--- src/rtl/multicycle_state_ctrl_if.sv ---
// ---------------------------------------------------------------------------
// multicycle_state_ctrl_if
//
// Connects the instruction-register decode side to the instruction-state
// controller of the multi-cycle CPU control unit.
//
// Signals:
//   op         [5:0]  opcode of the instruction register        (decode -> ctrl)
//   funct      [5:0]  R-type function field                     (decode -> ctrl)
//   mem_ready         memory finished the current access        (decode -> ctrl)
//   stall             freeze the controller                     (decode -> ctrl)
//   state      [3:0]  current controller state, registered      (ctrl -> decode)
//   mul_start         one-cycle multiplier start pulse          (ctrl -> decode)
//   instr_done        one-cycle instruction-retired pulse       (ctrl -> decode)
//   illegal           one-cycle undecodable-instruction pulse   (ctrl -> decode)
//
// Modports:
//   master : the side that drives op/funct/mem_ready/stall (decode, bench)
//   slave  : the controller itself
// ---------------------------------------------------------------------------
interface multicycle_state_ctrl_if;
    logic [5:0] op;
    logic [5:0] funct;
    logic       mem_ready;
    logic       stall;
    logic [3:0] state;
    logic       mul_start;
    logic       instr_done;
    logic       illegal;

    modport master (
        output op, funct, mem_ready, stall,
        input  state, mul_start, instr_done, illegal
    );

    modport slave (
        input  op, funct, mem_ready, stall,
        output state, mul_start, instr_done, illegal
    );
endinterface

--- src/rtl/multicycle_state_ctrl.sv ---
// ---------------------------------------------------------------------------
// multicycle_state_ctrl
//
// Registered instruction-state FSM for the multi-cycle CPU control unit.
// Handles memory-ready handshakes in IF/MEMLW/MEMSW, a MUL_LAT-cycle
// multiplier wait in MULW, and a global stall that freezes the FSM.
//
// Parameters:
//   MUL_LAT  cycles spent in MULW (legal 1 .. 2**CNT_W-1), default 3
//   CNT_W    width of the multiplier wait counter, default 4
//
// Ports:
//   trigger  clock, rising edge
//   rst      asynchronous active-high reset
//   bus      multicycle_state_ctrl_if.slave
//              in : op, funct, mem_ready, stall
//              out: state, mul_start, instr_done, illegal (all registered)
//
// Optional feature (macro ISC_TRAP_EN):
//   defined   : undecodable instructions in ID go to TRAP, 'illegal' pulses
//               for the TRAP cycle and the following IF does not report
//               instr_done.
//   undefined : TRAP is unreachable, undecodable instructions return to IF
//               and 'illegal' is tied low.
// ---------------------------------------------------------------------------
module multicycle_state_ctrl #(
    parameter int unsigned MUL_LAT = 3,
    parameter int unsigned CNT_W   = 4
) (
    input  logic                    trigger,
    input  logic                    rst,
    multicycle_state_ctrl_if.slave  bus
);

    typedef enum logic [3:0] {
        S_INIT  = 4'd0,
        S_IF    = 4'd1,
        S_ID    = 4'd2,
        S_EXER  = 4'd3,
        S_WBR   = 4'd4,
        S_EXEI  = 4'd5,
        S_WBI   = 4'd6,
        S_EXEB  = 4'd7,
        S_EXEW  = 4'd8,
        S_MEMLW = 4'd9,
        S_WBLW  = 4'd10,
        S_MEMSW = 4'd11,
        S_WBJAR = 4'd12,
        S_MULW  = 4'd13,
        S_TRAP  = 4'd14
    } state_t;

    localparam logic [5:0] OP_RTYPE = 6'h00;
    localparam logic [5:0] OP_J     = 6'h02;
    localparam logic [5:0] OP_JAL   = 6'h03;
    localparam logic [5:0] OP_BEQ   = 6'h04;
    localparam logic [5:0] OP_BNE   = 6'h05;
    localparam logic [5:0] OP_MUL   = 6'h1C;
    localparam logic [5:0] OP_LW    = 6'h23;
    localparam logic [5:0] OP_SW    = 6'h2B;
    localparam logic [5:0] FN_JR    = 6'h08;

    localparam logic [CNT_W-1:0] CNT_LOAD = CNT_W'(MUL_LAT - 32'd1);

    // Where an undecodable instruction goes depends on whether trapping is built in.
`ifdef ISC_TRAP_EN
    localparam state_t S_BAD = S_TRAP;
`else
    localparam state_t S_BAD = S_IF;
`endif

    // R-type funct codes that execute in the ALU (jr is handled separately).
    function automatic logic is_alu_funct(input logic [5:0] f);
        case (f)
            6'h20, 6'h21, 6'h22, 6'h23, 6'h24, 6'h25, 6'h26, 6'h27,
            6'h2A, 6'h2B, 6'h00, 6'h02, 6'h03, 6'h04, 6'h06, 6'h07:
                is_alu_funct = 1'b1;
            default:
                is_alu_funct = 1'b0;
        endcase
    endfunction

    // I-type ALU opcodes.
    function automatic logic is_itype_op(input logic [5:0] o);
        case (o)
            6'h08, 6'h09, 6'h0C, 6'h0D, 6'h0E, 6'h0F, 6'h0A, 6'h0B:
                is_itype_op = 1'b1;
            default:
                is_itype_op = 1'b0;
        endcase
    endfunction

    state_t           state_q, state_d;
    logic [CNT_W-1:0] cnt_q, cnt_d;
    logic             mul_q, mul_d;
    logic             mul_start_q, mul_start_d;
    logic             instr_done_q, instr_done_d;
    logic             illegal_q, illegal_d;

    // Next-state decode, counter/mul-flag updates and pulse conditions for an unstalled edge.
    always_comb begin
        state_d = state_q;
        cnt_d   = cnt_q;
        mul_d   = mul_q;

        case (state_q)
            S_INIT: state_d = S_IF;
            S_IF: begin
                if (bus.mem_ready) state_d = S_ID;
                else               state_d = S_IF;
            end
            S_ID: begin
                mul_d = (bus.op == OP_MUL);
                if (bus.op == OP_RTYPE) begin
                    if (is_alu_funct(bus.funct))  state_d = S_EXER;
                    else if (bus.funct == FN_JR)  state_d = S_IF;
                    else                          state_d = S_BAD;
                end else if (is_itype_op(bus.op)) begin
                    state_d = S_EXEI;
                end else begin
                    case (bus.op)
                        OP_BEQ, OP_BNE: state_d = S_EXEB;
                        OP_LW, OP_SW:   state_d = S_EXEW;
                        OP_JAL:         state_d = S_WBJAR;
                        OP_J:           state_d = S_IF;
                        OP_MUL:         state_d = S_EXER;
                        default:        state_d = S_BAD;
                    endcase
                end
            end
            S_EXER: begin
                if (mul_q) begin
                    state_d = S_MULW;
                    cnt_d   = CNT_LOAD;
                end else begin
                    state_d = S_WBR;
                end
            end
            S_MULW: begin
                // Counter runs MUL_LAT-1 .. 0, giving exactly MUL_LAT cycles in MULW.
                if (cnt_q == '0) state_d = S_WBR;
                else             cnt_d   = cnt_q - {{(CNT_W-1){1'b0}}, 1'b1};
            end
            S_EXEI: state_d = S_WBI;
            S_EXEW: begin
                if (bus.op == OP_LW)      state_d = S_MEMLW;
                else if (bus.op == OP_SW) state_d = S_MEMSW;
                else                      state_d = S_BAD;
            end
            S_MEMLW: begin
                if (bus.mem_ready) state_d = S_WBLW;
                else               state_d = S_MEMLW;
            end
            S_MEMSW: begin
                if (bus.mem_ready) state_d = S_IF;
                else               state_d = S_MEMSW;
            end
            S_WBR, S_WBI, S_EXEB, S_WBLW, S_WBJAR, S_TRAP: state_d = S_IF;
            default: state_d = S_IF;
        endcase

        // The mul flag belongs to one instruction only.
        if (state_d == S_IF) mul_d = 1'b0;
        else                 mul_d = mul_d;

        mul_start_d  = (state_q == S_ID) && (state_d == S_EXER) && mul_d;
        // Retirement is reported on arrival in IF, except after reset and after a trap.
        instr_done_d = (state_d == S_IF) && (state_q != S_INIT) &&
                       (state_q != S_IF) && (state_q != S_TRAP);
`ifdef ISC_TRAP_EN
        illegal_d    = (state_d == S_TRAP);
`else
        illegal_d    = 1'b0;
`endif
    end

    // State, counter, mul flag and pulse registers; a stall freezes the FSM and blanks the pulses.
    always_ff @(posedge trigger or posedge rst) begin
        if (rst) begin
            state_q      <= S_INIT;
            cnt_q        <= '0;
            mul_q        <= 1'b0;
            mul_start_q  <= 1'b0;
            instr_done_q <= 1'b0;
            illegal_q    <= 1'b0;
        end else if (bus.stall) begin
            mul_start_q  <= 1'b0;
            instr_done_q <= 1'b0;
            illegal_q    <= 1'b0;
        end else begin
            state_q      <= state_d;
            cnt_q        <= cnt_d;
            mul_q        <= mul_d;
            mul_start_q  <= mul_start_d;
            instr_done_q <= instr_done_d;
            illegal_q    <= illegal_d;
        end
    end

    assign bus.state      = state_q;
    assign bus.mul_start  = mul_start_q;
    assign bus.instr_done = instr_done_q;
    assign bus.illegal    = illegal_q;

endmodule

--- src/flat_wrapper.sv ---
// flat-port wrapper written by rule: the top's interface ports become plain ports
module multicycle_state_ctrl_flat 
#(
    parameter int unsigned MUL_LAT = 3,
    parameter int unsigned CNT_W   = 4
)
  (trigger, rst, bus_op, bus_funct, bus_mem_ready, bus_stall, bus_state, bus_mul_start, bus_instr_done, bus_illegal);
  multicycle_state_ctrl_if bus_i ();
  input  logic trigger;
  input  logic rst;
  input wire logic [$bits(bus_i.op)-1:0] bus_op;
  input wire logic [$bits(bus_i.funct)-1:0] bus_funct;
  input wire logic [$bits(bus_i.mem_ready)-1:0] bus_mem_ready;
  input wire logic [$bits(bus_i.stall)-1:0] bus_stall;
  output wire logic [$bits(bus_i.state)-1:0] bus_state;
  output wire logic [$bits(bus_i.mul_start)-1:0] bus_mul_start;
  output wire logic [$bits(bus_i.instr_done)-1:0] bus_instr_done;
  output wire logic [$bits(bus_i.illegal)-1:0] bus_illegal;
  assign bus_i.op = bus_op;
  assign bus_i.funct = bus_funct;
  assign bus_i.mem_ready = bus_mem_ready;
  assign bus_i.stall = bus_stall;
  assign bus_state = bus_i.state;
  assign bus_mul_start = bus_i.mul_start;
  assign bus_instr_done = bus_i.instr_done;
  assign bus_illegal = bus_i.illegal;
  multicycle_state_ctrl #(.MUL_LAT(MUL_LAT), .CNT_W(CNT_W)) u_core (.trigger(trigger), .rst(rst), .bus(bus_i));
endmodule
--- config.mk ---
export PLATFORM = sky130hd
export DESIGN_NAME = multicycle_state_ctrl_flat
export DESIGN_NICKNAME = d
export VERILOG_FILES = /design/src/rtl/multicycle_state_ctrl_if.sv /design/src/rtl/multicycle_state_ctrl.sv /design/src/flat_wrapper.sv
export SDC_FILE = /design/constraint.sdc
export NUM_CORES = 1
export LEC_CHECK = 0
export BUFFER_PORTS_ARGS = -buffer_cell sky130_fd_sc_hd__clkbuf_2
export CAP_MARGIN = 20
export CORE_MARGIN = 4
export CORE_UTILIZATION = 50
export DETAILED_ROUTE_END_ITERATION = 12
export PLACE_DENSITY = 0.8
export SLEW_MARGIN = 20
export SYNTH_ARGS = -nofsm -noshare
export SYNTH_HDL_FRONTEND = slang
export SYNTH_SLANG_ARGS = --single-unit
--- constraint.sdc ---
create_clock -name trigger -period 2.9 [get_ports trigger]
set_clock_uncertainty 0.2 [all_clocks]
set_input_delay 0 -clock trigger [delete_from_list [all_inputs] [get_ports trigger]]
set_output_delay 0 -clock trigger [all_outputs]
set_load 0.03 [all_outputs]
==> results of run 1 <==
==> logic make-up after synthesis <==
group,Yosys count
mux,1
compound gates,32
simple gates,39
flops,11
other cells,1
buf+inv,14
fa+ha+maj,1
==> worst paths after layout <==
check | end | slack (ns) | cells after the start
min reg2reg | u_core.cnt_q[2] | 0.35 | 1
min in group asynchronous | u_core.cnt_q[3] | 0.04 | 3
min | u_core.mul_q | 0.03 | 4
max | u_core.bus.state[0] | 0.40 | 7
max reg2reg | u_core.bus.state[0] | 0.40 | 7
max in group asynchronous | u_core.bus.state[1] | 2.17 | 3
==> final cells by class <==
type / instances / area, um^2 / share of cell area
flip-flops and latches: 11 / 275 / 0.280
well taps: 16 / 20.0 / 0.0203
multi-input cells: 74 / 468 / 0.475
repair buffers: 27 / 165 / 0.168
clock buffers: 4 / 26.3 / 0.0267
inverters: 8 / 30.0 / 0.0305
==> worst max-delay path, stage by stage (launching register included) <==
cell	delay (ns)
dfrtp_1	0.39
inv_1	0.08
ha_1	0.17
or3b_2	0.47
a32o_1	0.27
o21ai_0	0.14
o21ai_0	0.10
dlygate4sd3_1	0.56
==> sequential cells by signal, summed over array words and instances (netlist names) <==
register               count
u_core.bus.instr_done      1
u_core.bus.mul_start       1
u_core.bus.state           4
u_core.cnt_q               4
u_core.mul_q               1
==> metal layers <==
layer / vias to the layer above / share of wire / track usage
met2: 34 / 0.46 / 0.266
met1: 395 / 0.47 / 0.231
met3: 2 / 0.066 / 0.0480
li1: 413 / - / -
met4: 0 / 0.0044 / 0.0376
met5: - / 0 / 0
==> cells in the final DEF (no fill, tap or decap), types with 2 or more instances in the layout <==
master         instances
dlygate4sd3_1          6
clkbuf_4               3
a21oi_1                5
nor2_1                 6
a31oi_1                3
nor3_1                 4
or4_1                  2
dfrtp_1               11
nand2b_1               3
clkbuf_2              21
and3b_1                2
nand2_1                7
inv_1                  8
nor2b_1                2
a41oi_1                2
o21ai_0               10
==> power breakdown <==
group / switching (mW) / internal [mW] / total [mW]
Sequential: 0.0892 / 0.207 / 0.296
Combinational: 0.198 / 0.141 / 0.339
Clock: 0.0516 / 0.0532 / 0.105
Total: 0.339 / 0.401 / 0.740
==> what timing repair did <==
item                      CTS  global route
hold buffers                6             0
hold endpoints to repair   17             0
setup buffers               0             0
==> results, run 1 <==
- The fraction of the mapped netlist area in simple logic gates is 0.287.
- After synthesis, the netlist uses 44 different library cells.
- After detailed routing, the total wire length is 1820 um.
- Leaving out filler cells and counting taps, the final layout contains 140.
- Of the total synthesized cell area, the portion taken by full adders, half adders and majority gates is 0.0155.
- For the worst setup path, the data arrival time is 2.46 ns.
- The area share of the largest cell type after synthesis is 0.341.
- Before antenna repair, the detailed router went through 4 iterations.
- The share of the cycle needed by the critical path after routing is 0.863.
- The total CTS buffers is 3.
- In the final layout, the share of cells above drive strength 1 is 0.218.
- The number of gates resized after CTS is 0.
- The count of mapped cells out of synthesis is 99.
- The congestion estimate from routability-driven global placement came to 0.809.
- The top-level port count is 23.
- Yosys printed 0 warnings.
- Adding up every negative setup slack in the final design gives 0 ns.
- In this run the power density over the cells is 752 nW/um^2.
- Of the total synthesized cell area, the portion taken by XOR and XNOR cells is 0.
- The remaining design rule violation count is 0.
- For this run, the total global-route usage over all layers was measured as 0.170.
- Of the synthesized area, sequential elements account for 0.341.
- The endpoint class of the critical path is a flop.
- The count of input and output buffers is 21.
- The total power is 0.740 mW.
- The synthesized design contains 11 register bits.
- The tree is rooted in a clkbuf_4.
- The required time of the critical path is 2.85 ns.
- The number of nets with antenna violations after detailed routing is 0.
- Setup violations remaining at the end of the flow were counted as 0.
- The launching element of the worst setup path is u_core.cnt_q[0].
- By instance count, the leading cell after synthesis is dfrtp_1.
- By area, the combinational part of the netlist is dominated by simple AND/OR/NAND/NOR gates.
- The finished cells cover 985 um^2.
- The initial antenna violation count is 0.
- The x dimension of the die is 48.2 um.
- The fraction of the mapped netlist area in compound gates is 0.260.
- The number of global-route vias before repair is 708.
- The later pin in the worst-skew pair is clocked with a latency of 0.27 ns.
- Relative to the synthesized area, the layout overhead comes to 22.0%.
- The routed wirelength normalized by instance count is 13.0 um.
- In this run the most critical hold path is launched from bus_op[1].
- The post-detailed-route via-to-cell ratio is 6.03.
- The post-synthesis instance area is 807 um^2.
- The die footprint is 2320 um^2.
- The post-placement cell area is 898 um^2.
- The count of inserted antenna diode cells is 0.
- The register clock-pin slew on the reported worst setup and hold paths is 0.07 ns.
- The initial cell density of the core is 0.530.
- Yosys mapped a number of flops with a built-in enable equal to 0.
- The cell taking the most area after synthesis is dfrtp_1.
- Averaged over all synthesized cells, the footprint is 8.15 um^2.
- The H-tree depth is 1.
- STA classifies the critical path startpoint as a flop.
- Once layout is complete, the utilization of the core stands at 0.646.
- For the finished layout, the period the worst path requires is 2.50 ns.
- The maximum fanout encountered on the critical timing path is 3.
- The flow ran to the end, and the final reports show no timing, DRC or antenna violations.
- Setup slack closes at 0.397 ns.
- TritonCTS built the clock tree.
- The worst max-slew margin expressed relative to the limit is 0.553.
- At the pin with the least slew margin, the transition time is 0.654 ns.
- After global routing the overflow that remains totals 0.
- The worst min-delay path class is in2reg.
- After synthesis, the share of cell area in mux cells is 0.0124.
- Counting tap cells, the placed design contains a total of 130 instances.
- Setup repair after global routing left no endpoint under its margin.
- The detailed router's first-iteration violation count is 23.
- The analysis attributes to cell leakage a power of 0.448 nW.
- The total nets after synthesis is 116.
- The number of vias in the routed layout is 844.
- The final count of hold timing violations was 0.
- The launching point of the worst reg2reg path is u_core.cnt_q[0].
- Counting instances in the post-synthesis netlist gives the leading cell types as dfrtp_1, o21ai_0, inv_1, nand2_1, nor2_1.
- The post-place setup slack is 0.600 ns.
- Clock tree synthesis found a total of 11 sinks.
- The final net count is 142.
- The worst-case IR drop observed on VDD is 0.364 mV.
- The floorplan has 14 rows.
- The critical setup path kind is reg2reg.
- Static timing analysis puts the maximum clock frequency at 399 MHz.
- Detailed placement ended at an HPWL of 1420 um.
- After synthesis, the share of flip-flops with an asynchronous set or reset is 1.00.
- The max-slew violation count came to 0.
- Yosys attributes the largest share of cell area to dfrtp_1, o21ai_0, inv_1, nand2_1, a21oi_1.
- The floorplan step set the die height to 48.2 um.
- Entering global routing, the biggest net connects 16 pins.
- After filler insertion, the fill cell instance count of the layout stands at 127.
- The predominant post-synthesis flop cell is dfrtp_1.
- The tool flagged a number of max-cap violations equal to 0.
- The core region is 1520 um^2.
- The wire length of the first global-routing pass is 2850 um.
- The smallest hold slack is 0.0314 ns.
- The deepest clock path buffer count is 2.
No activity file was read; power rests on OpenSTA's default activity.
==> inputs of run 2 (changes only) <==
- ABC_AREA: not set -> 1
- CELL_PAD_IN_SITES_DETAIL_PLACEMENT: not set -> 1
- CELL_PAD_IN_SITES_GLOBAL_PLACEMENT: not set -> 1
- CORE_UTILIZATION: 50 -> 34
- MAX_ROUTING_LAYER: not set -> met4
- PLACE_DENSITY: 0.8 -> 0.79
==> run 2 against run 1 <==
  * The run now ends with hold timing left
  * Total power rose by 8.0%
  * Final area is 5.6% higher
  * Sequential share of layout area is 1.5 points lower
  * Non-clock buffer count down 3
  * Count of clock-buffer cells in the layout shrank 1
  * Combinational power grew 23%
  * Area after synthesis grew 5.3%
  * Clock power is essentially flat
  * Setup slack better by 0.54 ns
  * Core utilization down 19 points
  * Die area grew 45%
  * Global-route usage is 1.9 points lower
==> results, run 2 <==
- The global-route congestion overflow total came to 0 (unchanged).
- The power share of the sequential group is 0.347 (-0.053).
- In the post-synthesis netlist, the biggest area contributors are dfrtp_1, nand2_1, inv_1, nor2_1, nand3_1.
- The H-tree depth was 1 (unchanged).
- The max-slew violation count came to 0 (unchanged).
- The cts-stage hold buffer count is 3 (-3).
- The detailed router's first-iteration violation count was 18 (-22%).
- The largest total area in the synthesized netlist belongs to dfrtp_1.
- The data arrival at the endpoint of the critical path is 1.97 ns (-0.49 ns).
- The global placer's final weighted congestion is 0.819 (+1.3%).
- In the layout the commonest cells are nand2_1, inv_1, clkbuf_2, nor2_1, nand3_1.
- The number of vias in the routed layout is 956 (+13%).
- The share of final-layout standard cells stronger than drive strength 1 is 0.215 (-0.00302).
- The fraction of power spent switching nets is 0.499 (+0.0408).
- The count of distinct cell types in the synthesized netlist is 24 (-45%).
- The count of inserted antenna diode cells is 0 (unchanged).
- Setup repair after global routing left no endpoint under its margin.
- The post-detailed-route via-to-cell ratio is 5.01 (-17%).
- The async set or reset register ratio after synthesis is 1.00 (unchanged).
- The maximum fanout encountered on the critical timing path was 7 (+4).
- The worst min-delay path class is in2reg.
- The estimated wirelength of the detail-placed design is 1970 um (+38%).
- The x dimension of the die is 58.0 um (+20%).
- The most used flip-flop cell after synthesis is dfrtp_1.
- The worst IR drop on VDD is 0.564 mV (+55%).
- The initial cell density of the core came to 0.370 (-0.160).
- The clock latency on the worst-skew pair is 0.27 ns (about the same).
- The total CTS buffers is 3 (unchanged).
- The initial antenna violation count is 0 (unchanged).
- The post-place setup slack was 1.16 ns (+0.562 ns).
- The smallest hold slack came to -0.00378 ns (-0.0352 ns).
- The internal power summed over all cells is 0.400 mW (-0.15%).
- The post-synthesis instance area was 850 um^2 (+5.3%).
- The shortest period the worst path allows is 1.96 ns (-0.545 ns).
- The net switching power was 0.399 mW (+18%).
- The leading cell type in the layout, fill and taps excluded is nand2_1.
- The total nets after synthesis is 153 (+32%).
- The buffer count from post-CTS setup fixing came to 0 (unchanged).
- The startpoint class of the critical path is a flop.
- The required time of the critical path was 2.91 ns (+0.06 ns).
- The share of the cycle needed by the critical path after routing is 0.675 (-0.188).
- The area of the core is 2300 um^2 (+51%).
- The top-level port count is 23 (unchanged).
- The remaining design rule violation count is 0 (unchanged).
- The sum of negative setup slack is 0 ns (unchanged).
- The max capacitance violation total is 0 (unchanged).
- The count of mapped cells out of synthesis was 136 (+37%).
- The floorplan row count is 17 (+3).
- The post-placement cell area was 982 um^2 (+9.3%).
- The deepest clock path buffer count is 2 (unchanged).
- The area share of the largest cell type after synthesis is 0.324 (-0.0171).
- The total power is 0.799 mW (+8.0%).
- Ranked by instance count, the synthesized netlist is headed by nand2_1, inv_1, nor2_1, nand3_1, dfrtp_1.
- The areal power density over the cells is 769 nW/um^2 (+2.3%).
- The TritonCTS clock tree is yes.
- The register clock-pin slew on the reported worst setup and hold paths is 0.07 ns (about the same).
- The final cell count without fillers is 191 (+36%).
- The final net count is 181 (+27%).
- The number of storage elements in the synthesis netlist is 11 (unchanged).
- The area growth from synthesis to final layout is 22.4%.
- The final worst-path setup slack is 0.942 ns (+0.545 ns).
- The cell leakage power is 0.579 nW (+29%).
- The die footprint is 3360 um^2 (+45%).
- The share of the core filled with cells is 0.453 (-0.194).
- The total setup violations reported at the end of the flow is 0 (unchanged).
- The total wirelength of the detailed-routed design is 2220 um (+22%).
- The root buffer selected by CTS is clkbuf_4.
- The post-synthesis sequential area ratio is 0.324 (-0.0171).
- The run finished, with violations left.
- The all-layer global routing usage was 0.151 (-0.0188).
- The endpoint class of the critical path is a flop.
- The pin count of the biggest net entering global routing is 12 (-4).
- The count of yosys warnings during synthesis is 0 (unchanged).
- The count of TritonRoute iterations in the first routing pass is 4 (unchanged).
- The combinational power share is 0.522 (+0.064).
- The number of sinks on the clock net is 11 (unchanged).
- The post-synthesis area per instance is 6.25 um^2 (-23%).
- The cell count after placement is 184 (+42%).
- The number of global-route vias before repair is 929 (+31%).
- The wire length of the first global-routing pass is 3900 um (+37%).
- The count of input and output buffers is 21 (unchanged).
- The number of nets with antenna violations after detailed routing is 0 (unchanged).
- The routed wirelength normalized by instance count is 11.6 um (-11%).
- The final design instance area without fill came to 1040 um^2 (+5.6%).
- The chip height is 58.0 um (+20%).
- The number of gates resized after CTS is 0 (unchanged).
- The clock share of power came to 0.131 (-0.011).
- By startpoint and endpoint, the worst setup path is classified as reg2reg.
- The highest attainable clock frequency was 511 MHz (+28%).
- The most common cell in the synthesized netlist is nand2_1.
- The number of enable flip-flop cells after synthesis was 0 (unchanged).
- The final count of hold timing violations was 1 (+1).
- The final reports fail on hold timing.
-- run 2: changes by cell type in the layout (fill, tap and decap cells not counted), sizes merged, moves of 3 or more --
| cell | delta |
|---|---|
| nand3 | +12 |
| nor2 | +15 |
| nor3 | -3 |
| nand2b | -3 |
| nand2 | +30 |
| dlygate4sd3 | -3 |
| inv | +18 |
-- run 2: final cells by class --
| cell class | instances | area [um^2] |
|---|---|---|
| flip-flops and latches | 11 | 275 |
| repair buffers | 24 | 135 |
| clock buffers | 3 | 22.5 |
| inverters | 26 | 97.6 |
| fillers | 328 | 1260 |
| multi-input cells | 98 | 469 |
| well taps | 28 | 35.0 |
| clock inverters | 1 | 5.00 |
-- run 2: per-layer routing --
metal  global-route usage  wire [um]  vias up  part of all wire
li1                     -          -      486                 -
met1                0.192       1030      447              0.46
met2                0.245       1050       23              0.47
met3               0.0468        138        0             0.062
met4              0.00993          0        0                 0
met5                    -          0        -                 0
-- run 2: power groups by stage --
stage | clock, mW | sequential, mW | combinational, mW
2_1_floorplan | 0 | 0.317 | 0.255
3_3_place_gp | 0 | 0.276 | 0.400
3_5_place_dp | 0 | 0.280 | 0.416
4_1_cts | 0.108 | 0.277 | 0.419
5_1_grt | 0.117 | 0.289 | 0.467
6_report | 0.105 | 0.277 | 0.417
-- run 2: final timing paths --
check                                       end  depth (start not counted)  slack, ns                start
max in group asynchronous   u_core.bus.state[3]                          3       2.17                  rst
max reg2reg                u_core.bus.mul_start                          4       0.94  u_core.bus.state[2]
max                        u_core.bus.mul_start                          4       0.94  u_core.bus.state[2]
min reg2reg                        u_core.mul_q                          2       0.36         u_core.mul_q
min                         u_core.bus.state[2]                          5     -0.004            bus_op[3]
min in group asynchronous  u_core.bus.mul_start                          3       0.04                  rst
-- run 2: cells by family (layout without fill, tap and decap cells) --
kind of cell	Yosys count	count (layout)	share of synthesized area
DFF	11	11	0.324
AOI/OAI and AO/OA	19	19	0.125
other	1	1	0.00441
and+or+nand+nor	76	76	0.398
buffers and inverters	27	54	0.124
adders and majority gates	1	1	0.0147
xor gates and xnor gates	1	1	0.0103
-- run 2: critical path, stage by stage (launching register included) --
cell and delay (ns):
dfrtp_1 0.45, nor2_1 0.17, inv_1 0.13, nor4_1 0.35, dlygate4sd3_1 0.60
==> inputs of run 3 (changes only) <==
- CORE_ASPECT_RATIO: not set -> 2
- CORE_UTILIZATION: 34 -> 31
- PLACE_DENSITY: 0.79 -> 0.77
- clock period: 2.9 -> 1.7 ns (I/O delays scaled with it)
==> run 3 against run 2 <==
  * The run still ends with hold timing left
  * Total power increased by 110%
  * Highest routed layer is now met4
  * Largest cell class unchanged
  * Core utilization grew 0.46 points
  * First-iteration DRC count grew 39%
  * Sequential share of layout area shrank 3.0 points
  * Flip-flop and latch count stayed put
  * Wire length is 18% higher
  * Non-clock buffer count rose by 10
==> results, run 3 (synthesis results as in run 2) <==
- The tightest min-delay check is of the in2reg type.
- The required time of the critical path is 1.63 ns (-1.28 ns).
- The post-place setup slack is -0.0891 ns (-1.25 ns).
- The kind of cell with the highest combined delay on the critical path is simple AND/OR/NAND/NOR gates.
- The final worst-path setup slack is 0.0646 ns (-0.877 ns).
- The maximum fanout encountered on the critical timing path is 7 (unchanged).
- The number of sinks on the clock net is 11 (unchanged).
- STA classifies the critical path endpoint as a flop.
- The worst IR drop on VDD is 0.568 mV (+0.65%).
- The pin count of the biggest net entering global routing was 12 (unchanged).
- The remaining design rule violation count was 0 (unchanged).
- The number of vias in the routed layout was 1010 (+5.6%).
- Setup repair after global routing could not meet its margin everywhere.
- The global-route congestion overflow total is 0 (unchanged).
- The estimated wirelength of the detail-placed design was 2060 um (+4.7%).
- The count of input and output buffers is 21 (unchanged).
- The count of TritonRoute iterations in the first routing pass is 4 (unchanged).
- In the layout the commonest cells are nand2_1, clkbuf_2, inv_1, nor2_1, nand3_1.
- The share of the cycle needed by the critical path after routing came to 0.962 (+0.287).
- The smallest hold slack is -0.00584 ns (-0.00205 ns).
- The largest stage delay on the critical path is 0.44 ns (-0.16 ns).
- The data arrival at the endpoint of the critical path is 1.57 ns (-0.40 ns).
- The most numerous cell type found on the critical path is nand2_1.
- The max-slew violation count was 0 (unchanged).
- The initial antenna violation count is 0 (unchanged).
- The final net count was 191 (+5.5%).
- The clock latency on the worst-skew pair came to 0.24 ns (-0.03 ns).
- The wire length of the first global-routing pass is 4280 um (+9.7%).
- The max capacitance violation total was 0 (unchanged).
- Traced cell by cell, the critical path runs through nand2_1, inv_1, nand3_1, nand2_1, nor2_2, nand3_2, nor2_2, nand3_2, nand2_1, nand2_1.
- The flow ran to the end, but the final reports show violations.
- The cell count after placement is 188 (+2.2%).
- The areal power density over the cells came to 1420 nW/um^2 (+85%).
- The global placer's final weighted congestion is 0.850 (+3.8%).
- The initial cell density of the core was 0.326 (-0.0434).
- The floorplan row count is 26 (+9).
- The chip height is 82.0 um (+41%).
- The register clock-pin slew on the reported worst setup and hold paths is 0.05 ns (-0.02 ns).
- The checks that failed: hold timing.
- The slowest library cell on the worst path is dfrtp_2.
- The H-tree depth is 1 (unchanged).
- The buffer and inverter count on the worst path is 1 (-1).
- The count of inserted antenna diode cells came to 0 (unchanged).
- The total CTS buffers is 3 (unchanged).
- The routed wirelength normalized by instance count was 13.0 um (+12%).
- The deepest clock path buffer count was 2 (unchanged).
- The final cell count without fillers is 201 (+5.2%).
- The highest attainable clock frequency came to 611 MHz (+20%).
- The number of nets with antenna violations after detailed routing is 0 (unchanged).
- Leaving out fill and tap cells, the most frequent cell in the layout is nand2_1.
- The die footprint is 3690 um^2 (+9.8%).
- The total wirelength of the detailed-routed design is 2610 um (+18%).
- The all-layer global routing usage is 0.161 (+0.0102).
- The cell leakage power is 0.635 nW (+9.7%).
- The post-detailed-route via-to-cell ratio is 5.02 (+0.39%).
- The number of global-route vias before repair came to 1111 (+20%).
- The top-level port count was 23 (unchanged).
- The final count of hold timing violations is 1 (unchanged).
- The worst setup path is launched from a flop.
- The share of the core filled with cells is 0.457 (+0.00460).
- The shortest period the worst path allows is 1.64 ns (-0.323 ns).
- The area of the core was 2600 um^2 (+13%).
- The total setup violations reported at the end of the flow is 0 (unchanged).
- The TritonCTS clock tree is yes.
- The share of final-layout standard cells stronger than drive strength 1 is 0.347 (+0.132).
- The critical path in this run is classified as reg2reg.
- Compared with the post-synthesis result, the final layout area differs by 40.1%.
- The detailed router's first-iteration violation count came to 25 (+7).
- The x dimension of the die is 45.0 um (-22%).
- The root buffer cell chosen for the clock tree is clkbuf_8.
## run 3: final timing paths
check,startpoint,endpoint,slack (ns),depth (start not counted)
min,bus_op[3],u_core.bus.mul_start,-0.006,5
max reg2reg,u_core.bus.state[1],u_core.mul_q,0.06,10
max in group asynchronous,rst,u_core.bus.state[0],0.87,3
min reg2reg,u_core.mul_q,u_core.mul_q,0.34,2
max,u_core.bus.state[1],u_core.mul_q,0.06,10
min in group asynchronous,rst,u_core.cnt_q[2],0.09,3
## run 3: report_power, final
part / leakage, nW / internal [mW] / switching, mW
Sequential: 0.133 / 0.372 / 0.105
Combinational: 0.480 / 0.380 / 0.568
Clock: 0.0228 / 0.165 / 0.103
Total: 0.635 / 0.917 / 0.775
## run 3: metrics by stage
step / instance area [um^2] / TNS, ns / hold slack, ns / power (mW)
global route: 1190 / -0.0266 / 0.0514 / 1.82
floorplan: 850 / 0 / -0.348 / 0.976
CTS: 1160 / 0 / 0.00771 / 1.63
global placement: 1010 / -0.103 / -0.208 / 1.20
finish: 1190 / 0 / -0.00584 / 1.69
detailed placement: 1010 / -0.111 / -0.191 / 1.22
## run 3: final cells by class
cell class	count	area, um^2
inverters	26	97.6
clock buffers	4	45.0
multi-input cells	98	520
fillers	344	1410
flip-flops and latches	11	279
well taps	28	35.0
repair buffers	34	213
## run 3: layer usage
layer  global-route usage  wire (um)
met4               0.0792         78
met3              0.00658         92
met2                0.348       1640
met5                    -          0
met1                0.117        790
## run 3: repair_timing
item	4_1_cts	5_1_grt
endpoints found under the setup margin	2	4
resized for setup	9	11
pin swaps	3	1
hold buffers	4	0
endpoints found under the hold margin	14	0
buffers inserted	5	0
## run 3: worst reg2reg max path: stages (launching register included)
cell and delay, ns:
dfrtp_2 0.44, nand2_1 0.11, inv_1 0.06, nand3_1 0.09, nand2_1 0.07, nor2_2 0.12
nand3_2 0.09, nor2_2 0.12, nand3_2 0.10, nand2_1 0.08, nand2_1 0.05
